## src/rtl/calc_sequencer.sv

```systemverilog
// Calculator sequencer: builds signed decimal operands from keypad codes,
// issues jobs to the multi-cycle ALU and presents the result with status flags.
module calc_sequencer #(
  parameter int unsigned ALU_TIMEOUT = 64
) (
  input  logic        clk,
  input  logic        RST,
  input  logic        key_valid,
  input  logic [3:0]  key_code,
  output logic        key_read,
  output logic        alu_start,
  output logic [1:0]  alu_op,
  output logic [15:0] alu_a,
  output logic [15:0] alu_b,
  input  logic        alu_done,
  input  logic [15:0] alu_result,
  input  logic        alu_ovf,
  output logic [15:0] display_output,
  output logic        complete,
  output logic        error
);

  localparam int unsigned CW = $clog2(ALU_TIMEOUT + 1);

  typedef enum logic [2:0] {ENTRY_A, ENTRY_B, ISSUE, WAIT_ALU, SHOW} state_t;

  state_t        state, state_n;
  logic [14:0]   mag, mag_n;
  logic          neg, neg_n;
  logic          has_digit, has_digit_n;
  logic [15:0]   a_q, a_n, b_q, b_n, disp_n;
  logic [1:0]    op_q, op_n;
  logic          complete_n, error_n, key_read_n;
  logic          key_wait, key_wait_n;
  logic [CW-1:0] cnt, cnt_n;

  logic          is_digit, is_op, is_eq, is_clr, is_neg;
  logic [3:0]    digit;
  logic [1:0]    op_key;
  logic          accept;
  logic [14:0]   mag_base, bmag;
  logic          neg_base, has_base, bneg, bhas;
  logic [16:0]   dig_sum;
  logic          dig_ok;
  logic [15:0]   cur_val, new_val;

  function automatic logic [15:0] signed_val(input logic n, input logic [14:0] m);
    logic [15:0] e;
    e = {1'b0, m};
    return n ? (~e + 16'd1) : e;
  endfunction

  always_comb begin
    is_digit = 1'b0;
    is_op    = 1'b0;
    is_eq    = 1'b0;
    is_clr   = 1'b0;
    is_neg   = 1'b0;
    digit    = '0;
    op_key   = '0;
    case (key_code)
      4'd0, 4'd1, 4'd2:  begin is_digit = 1'b1; digit = key_code + 4'd1; end
      4'd4, 4'd5, 4'd6:  begin is_digit = 1'b1; digit = key_code;        end
      4'd8, 4'd9, 4'd10: begin is_digit = 1'b1; digit = key_code - 4'd1; end
      4'd13:             begin is_digit = 1'b1; digit = 4'd0;            end
      4'd3:              begin is_op = 1'b1; op_key = 2'b00; end
      4'd7:              begin is_op = 1'b1; op_key = 2'b01; end
      4'd11:             begin is_op = 1'b1; op_key = 2'b10; end
      4'd12:             is_eq  = 1'b1;
      4'd14:             is_clr = 1'b1;
      default:           is_neg = 1'b1;
    endcase
  end

  // A key in SHOW starts a fresh operand, so the builder starts from zero there.
  // Magnitudes above 3276 always overflow, which keeps the 17-bit sum from wrapping.
  always_comb begin
    mag_base = (state == SHOW) ? '0 : mag;
    neg_base = (state == SHOW) ? 1'b0 : neg;
    has_base = (state == SHOW) ? 1'b0 : has_digit;
    dig_sum  = 17'(mag_base) * 17'd10 + 17'(digit);
    dig_ok   = (mag_base <= 15'd3276) && (dig_sum <= 17'd32767);
    bmag     = mag_base;
    bneg     = neg_base;
    bhas     = has_base;
    if (is_digit && dig_ok) begin
      bmag = dig_sum[14:0];
      bhas = 1'b1;
    end
    if (is_neg && !has_base)
      bneg = ~neg_base;
    cur_val = signed_val(neg, mag);
    new_val = signed_val(bneg, bmag);
  end

  assign accept = key_valid && !key_wait &&
                  (state == ENTRY_A || state == ENTRY_B || state == SHOW);

  always_comb begin
    state_n     = state;
    mag_n       = mag;
    neg_n       = neg;
    has_digit_n = has_digit;
    a_n         = a_q;
    b_n         = b_q;
    op_n        = op_q;
    disp_n      = display_output;
    complete_n  = complete;
    error_n     = error;
    cnt_n       = cnt;
    key_read_n  = 1'b0;
    key_wait_n  = key_valid ? key_wait : 1'b0;

    if (accept) begin
      key_read_n = 1'b1;
      key_wait_n = 1'b1;
    end

    if (accept && is_clr) begin
      state_n     = ENTRY_A;
      mag_n       = '0;
      neg_n       = 1'b0;
      has_digit_n = 1'b0;
      a_n         = '0;
      b_n         = '0;
      op_n        = '0;
      disp_n      = '0;
      complete_n  = 1'b0;
      error_n     = 1'b0;
      cnt_n       = '0;
    end else begin
      case (state)
        ENTRY_A, ENTRY_B, SHOW: begin
          if (accept) begin
            if (is_digit || is_neg) begin
              mag_n       = bmag;
              neg_n       = bneg;
              has_digit_n = bhas;
              disp_n      = new_val;
              complete_n  = 1'b0;
              error_n     = 1'b0;
              if (state == SHOW)
                state_n = ENTRY_A;
            end else if (is_op) begin
              if (state == ENTRY_B) begin
                if (!has_digit && !neg)
                  op_n = op_key;
              end else begin
                a_n         = (state == SHOW) ? display_output : cur_val;
                op_n        = op_key;
                mag_n       = '0;
                neg_n       = 1'b0;
                has_digit_n = 1'b0;
                disp_n      = '0;
                complete_n  = 1'b0;
                error_n     = 1'b0;
                state_n     = ENTRY_B;
              end
            end else if (is_eq) begin
              if (state == ENTRY_A) begin
                a_n         = cur_val;
                disp_n      = cur_val;
                complete_n  = 1'b1;
                mag_n       = '0;
                neg_n       = 1'b0;
                has_digit_n = 1'b0;
                state_n     = SHOW;
              end else if (state == ENTRY_B) begin
                b_n         = cur_val;
                mag_n       = '0;
                neg_n       = 1'b0;
                has_digit_n = 1'b0;
                state_n     = ISSUE;
              end
            end
          end
        end
        ISSUE: begin
          cnt_n   = CW'(1);
          state_n = WAIT_ALU;
        end
        WAIT_ALU: begin
          if (alu_done) begin
            disp_n     = alu_result;
            error_n    = alu_ovf;
            complete_n = 1'b1;
            state_n    = SHOW;
          end else if (cnt == CW'(ALU_TIMEOUT - 1)) begin
            disp_n     = '0;
            error_n    = 1'b1;
            complete_n = 1'b1;
            state_n    = SHOW;
          end else begin
            cnt_n = cnt + CW'(1);
          end
        end
        default: state_n = ENTRY_A;
      endcase
    end
  end

  always_ff @(posedge clk) begin
    if (RST) begin
      state          <= ENTRY_A;
      mag            <= '0;
      neg            <= 1'b0;
      has_digit      <= 1'b0;
      a_q            <= '0;
      b_q            <= '0;
      op_q           <= '0;
      display_output <= '0;
      complete       <= 1'b0;
      error          <= 1'b0;
      cnt            <= '0;
      key_read       <= 1'b0;
      key_wait       <= 1'b0;
    end else begin
      state          <= state_n;
      mag            <= mag_n;
      neg            <= neg_n;
      has_digit      <= has_digit_n;
      a_q            <= a_n;
      b_q            <= b_n;
      op_q           <= op_n;
      display_output <= disp_n;
      complete       <= complete_n;
      error          <= error_n;
      cnt            <= cnt_n;
      key_read       <= key_read_n;
      key_wait       <= key_wait_n;
    end
  end

  assign alu_start = (state == ISSUE);
  assign alu_op    = op_q;
  assign alu_a     = a_q;
  assign alu_b     = b_q;

endmodule

```

## config.mk

```make
export PLATFORM = sky130hd
export DESIGN_NAME = calc_sequencer
export DESIGN_NICKNAME = d
export VERILOG_FILES = /design/src/rtl/calc_sequencer.sv
export SDC_FILE = /design/constraint.sdc
export NUM_CORES = 1
export LEC_CHECK = 0
export CAP_MARGIN = 20
export CORE_MARGIN = 1
export CORE_UTILIZATION = 60
export DETAILED_ROUTE_END_ITERATION = 7
export HOLD_SLACK_MARGIN = 0.12
export PLACE_DENSITY = 0.95
export SLEW_MARGIN = 20
export SYNTH_ARGS = -nofsm -noshare
export SYNTH_HDL_FRONTEND = slang
export SYNTH_SLANG_ARGS = --single-unit
```

## constraint.sdc

```tcl
create_clock -name clk -period 12.59 [get_ports clk]
set_input_delay 2.518 -clock clk [delete_from_list [all_inputs] [get_ports clk]]
set_output_delay 2.518 -clock clk [all_outputs]
set_load 0.1 [all_outputs]
```

Word-level counts from Yosys, hierarchy flattened
Index checks and enable logic that the tools add are counted.
{"block": "op_classes", "add_sub_neg": 6, "mul": 1, "magnitude_cmp": 2, "n_eq_ne": 34, "muxes": 72, "n_bitwise": 6, "n_reduce_logical": 38}
{"cell": "two-way mux 16 bit", "count": 13}
{"cell": "two-way mux 15 bit", "count": 8}
{"cell": "adder 16 x 1 -> 16 bit (second input constant)", "count": 2}
{"cell": "inverter 15 -> 16 bit", "count": 2}
{"cell": "one-hot mux 16 bit (2 select lines)", "count": 1}
{"cell": "two-way mux 1 bit", "count": 30}
{"cell": "two-way mux 3 bit", "count": 10}
{"cell": "equality test 4 bit (second input constant)", "count": 7}
{"cell": "AND reduction 6 bit", "count": 3}
{"cell": "adder 17 x 4 -> 17 bit", "count": 1}
{"cell": "less-or-equal comparator 17 x 15 -> 1 bit (second input constant)", "count": 1}
{"cell": "equality test 4 x 3 -> 1 bit (second input constant)", "count": 4}
{"cell": "multiplier 15 x 3 -> 16 bit (second input constant)", "count": 1}
{"cell": "less-or-equal comparator 15 x 12 -> 1 bit (second input constant)", "count": 1}
{"cell": "AND reduction 5 bit", "count": 3}
{"cell": "OR reduction 15 bit", "count": 1}
{"cell": "OR reduction 3 bit", "count": 5}
{"cell": "two-way mux 7 bit", "count": 2}
{"cell": "one-hot mux 7 bit (2 select lines)", "count": 1}
{"cell": "inequality test 3 bit (second input constant)", "count": 4}
{"cell": "inequality test 4 bit (second input constant)", "count": 3}
{"cell": "one-hot mux 4 bit (3 select lines)", "count": 1}
{"cell": "OR reduction 10 bit", "count": 1}
{"cell": "one-hot mux 3 bit (3 select lines)", "count": 1}
{"cell": "28 further kinds", "count": 53}
{"block": "word_totals", "register_bits": 81, "inputBits": 25, "output_inout_bits": 54}

Depth between registers and ports, before layout
{"block": "depth", "word_depth": 14, "ltp_mapped": 26, "ltp_nobuf": 24}

Least setup slack after synthesis
Ideal clock, no wire load.
{"block": "synth_timing", "kind": "input to register", "startpoint": "input port key_code[0]", "endpoint": "register display_output[14]", "setup_ns": 0.127, "t_arrival_ns": 7.041, "setup_slack_ns": 5.422, "cell_stages": 22, "path_buffers": 3, "cell_sequence": "inv_1 > ha_1 > nor3_1 > a2111oi_0 > ha_1 > clkbuf_1 > and3_1 > a221o_1 > nand4_2 > o311a_1 > a21oi_4 > buf_6 > buf_6 > mux2i_1 > ha_1 > nand3b_1 > a21oi_1 > nand3_1 > mux2_4 > o31ai_2 > xnor2_1 > o22ai_1"}
{"block": "synth_between", "elab_chain_cells": 14, "elab_cells_between_ends": 50, "cone_classes": "add/sub (4); order compare (1); eq/ne (17); mux (13); bitwise (1); reduce/logical (14)"}
{"element": "start: declaration", "line": "9", "text": "input logic [3:0] key_code,"}
{"element": "parallel branches: the longest is 14 deep, another holds adder 17 x 4 -> 17 bit"}
{"element": "end signal: assignment", "line": "225", "text": "display_output <= disp_n;"}
{"element": "end: declaration", "line": "18", "text": "output logic [15:0] display_output,"}
Several ways; the timed one is not identified. The select of a mux whose other input is x is not followed.
A chain may end at the register's enable or synchronous reset.

Final worst setup path
Same ends and word-level chain as after synthesis.

==> summary.md <==
| Metric | Value |
|---|---|
| Status | complete, no violations |
| Initial antenna violation count | 0 |
| Post-route setup slack | 4.05 ns |
| Top-area cell type share of the netlist area | about a quarter |
| Clk buf depth | 2 |
| Syn avg cell area | around 7.7 um^2 |
| Gr ovfl total | 0 |
| Io pins | 79 |
| Netlist Area Pre-Place | about 6400 um^2 |
| Core area | about 10000 um^2 |
| Inserted Diodes | 0 |
| Drt via density | around 6.6 |
| Final Non-Filler Cells | ~1000 |
| Post-CTS Setup Repair Bufs | 0 |
| Setup TNS Final | 0 ns |
| Sw Ratio | roughly 35% |
| Synth cell types | 90 |
| Worst Hold Class | reg2reg |
| Die area | 11000 um^2 |
| Final worst-path cycle share | between 60% and 70% |
| Initial core utilization | 61.7% |
| Most common cell after layout, fill and taps aside | nor2_1 |
| Rel. slew slack | 28.4% |
| Worst Tran Pin Value | ~1.1 ns |
| DR vias | roughly 6700 |
| FF+latch count, synth | 81 |
| EDFF count, synth | 0 |
| RSZ-0062 raised after global routing | false |
| Top cells by area, synth | dfxtp_1, nor2_1, ha_1, xnor2_1, a21oi_1 |
| Synth Flop Type | dfxtp_1 |
| DP Wirelength | around 13000 um |
| Cts repair resizes | 0 |
| Most frequent cells in the layout | nor2_1, dfxtp_1, clkdlybuf4s50_1, a21oi_1, nand2_1 |
| Layout net count | 922 |
| Sequential share of power | between 30 and 40% |
| Final instance area | 7390 um^2 |
| Worst slack after detailed placement | slightly below 4 ns |
| MaxCap Viol Count | 0 |
| # DRC | 0 |
| Yosys warnings | 0 |
| Clk_skew | between 0.007 and 0.008 ns |
| CTS tree | done |
| Post-synth ARST share | 0% |
| Final hold vios | 0 |
| Setup violators final | 0 |
| Final design utilization | between 70% and 80% |
| Largest net degree at the start of global routing | 56 |
| Final Max Tran Viols | 0 |
| Fmax | 117 MHz |
| Hold buffer count at cts | 0 |
| GP Congestion | around 1 |
| WL final | between 15000 and 20000 um |
| Vias in the first global route | 6260 |
| Die Ht | around 110 um |
| Share of layout cells above drive strength 1 | 6.06% |
| Clock Power Share | about a third |
| Worst skew pair latency | about 0.38 ns |
| Area post-placement | between 7000 and 8000 um^2 |
| Synth-to-Final Area Change | 15.9% |
| Seq/Total Area, Yosys | 25.4% |
| Row count | 37 |
| Critical path arrival | ~9 ns |
| Launching element type of the critical path | input port |
| Setup CP Type | in2reg |
| Comb pwr share | 27.3% |
| First-pass GRT wire length | 30000 um |
| Drt wl/cell | approximately 18 um |
| CTS buffer count | 9 |
| Worst-path fanout max | 34 |
| GRT Resource Usage Total | 33.6% |
| Inst Count DP | between 900 and 1000 |
| Antenna Nets Post-Route | 0 |
| 1st-iter DRT viols | around 760 |
| Leak Pwr | 2.95 nW |
| Minimum clock period | around 8.5 ns |
| Syn_nets | 883 |
| CTS clk-pin slew, worst paths | about 0.080 ns |
| Root Driver | clkbuf_8 |
| Switch Pwr | ~0.25 mW |
| Total power draw | between 0.7 and 0.8 mW |
| Cell accounting for the most synthesized area | dfxtp_1 |
| Number of port buffers | 78 |
| CP Capture Type | flip-flop |
| CTS sink cnt | slightly above 80 |
| CP required | 12.85 ns |
| Hold Slack | roughly 0.47 ns |
| Cell-internal power | around 0.45 mW |
| Htree depth | 3 |
| Syn Inst Count | 831 |
| Power Dens Cells | approximately 95 nW/um^2 |
| Worst VDD drop | slightly below 0.09 mV |
| Die W | between 100 and 150 um |
| Initial DRT Pass Iterations | 6 |
==> per-layer routing <==
metal	share of wire, %	vias up	routed length [um]	GRT usage, %
met5	0	-	0	0
met2	47	423	8700	55.5
met3	8.6	87	1590	6.99
li1	-	3092	-	-
met4	4.5	0	821	17.8
met1	40	3055	7290	41.1
==> power groups by stage <==
stage	Combinational [mW]	Clock, mW	Sequential, mW
floorplan	0.0934	0	0.324
global placement	0.181	0	0.280
detailed placement	0.184	0	0.280
CTS	0.187	0.236	0.274
global route	0.201	0.247	0.275
finish	0.192	0.237	0.274
==> synthesized netlist by cell type, types with 4 or more instances <==
| master | instances |
|---|---|
| a211o_1 | 4 |
| a211oi_1 | 31 |
| a21o_1 | 5 |
| a21oi_1 | 62 |
| a221oi_1 | 8 |
| a22oi_1 | 12 |
| a31oi_1 | 4 |
| a41oi_1 | 4 |
| and2_1 | 6 |
| and3_1 | 19 |
| buf_2 | 5 |
| clkbuf_1 | 45 |
| dfxtp_1 | 81 |
| ha_1 | 26 |
| inv_1 | 14 |
| mux2i_1 | 29 |
| nand2_1 | 53 |
| nand2b_1 | 11 |
| nand3_1 | 20 |
| nand3b_1 | 6 |
| nor2_1 | 138 |
| nor2b_1 | 8 |
| nor3_1 | 21 |
| nor3b_1 | 4 |
| nor4_1 | 4 |
| o211a_1 | 4 |
| o211ai_1 | 12 |
| o21a_1 | 7 |
| o21ai_0 | 40 |
| o21ai_1 | 7 |
| o22ai_1 | 7 |
| or2_2 | 4 |
| or3_1 | 5 |
| xnor2_1 | 36 |
| xor2_1 | 17 |
==> critical path, stage by stage <==
cell             delay [ns]
clkdlybuf4s50_1        0.56
inv_1                  0.12
ha_1                   0.26
nor3_1                 0.58
a2111oi_0              0.20
ha_1                   0.47
and3_1                 0.22
a221o_1                0.31
nand4_2                0.19
o311a_1                0.38
a21oi_4                0.82
mux2i_1                0.39
ha_1                   0.31
nand3b_1               0.14
a21oi_1                0.35
nand3_1                0.15
mux2_4                 0.32
o31ai_2                0.21
xnor2_1                0.17
o22ai_1                0.10
==> worst paths after layout <==
path / from / end / slack, ns / cells past startpoint
hold reg to reg: cnt[6] / cnt[6] / 0.47 / 2
setup reg to reg: state[2] / display_output[14] / 5.70 / 21
hold / removal: cnt[6] / cnt[6] / 0.47 / 2
setup / recovery: key_code[0] / display_output[14] / 4.05 / 20
==> area by class of cell <==
class	count	area (um^2)
Tap cell	136	170
Clock buffer	9	124
Fill cell	728	2940
Inverter	14	52.6
Clock inverter	6	116
Sequential cell	81	1620
Timing Repair Buffer	86	841
Multi-Input combinational cell	678	4460
==> logic make-up (layout without fill, tap and decap cells) <==
kind of cell	count (synthesis)	after routing	share of synthesized area (%)
buffers and inverters	72	115	4.75
adder cells (fa/ha/maj)	27	27	5.42
AND/OR/NAND/NOR	323	323	24.8
multiplexers	34	34	5.67
AO/OA/AOI/OAI	239	239	26.1
XOR/XNOR	55	55	7.80
flip-flops	81	81	25.4
==> registers in the layout, indices dropped and copies added, names as in the netlist, 2 cells and up <==
register,count
alu_a,16
alu_b,16
display_output,16
mag,15
cnt,7
state,3
alu_op,2
Power figures use the tool's default switching activity.
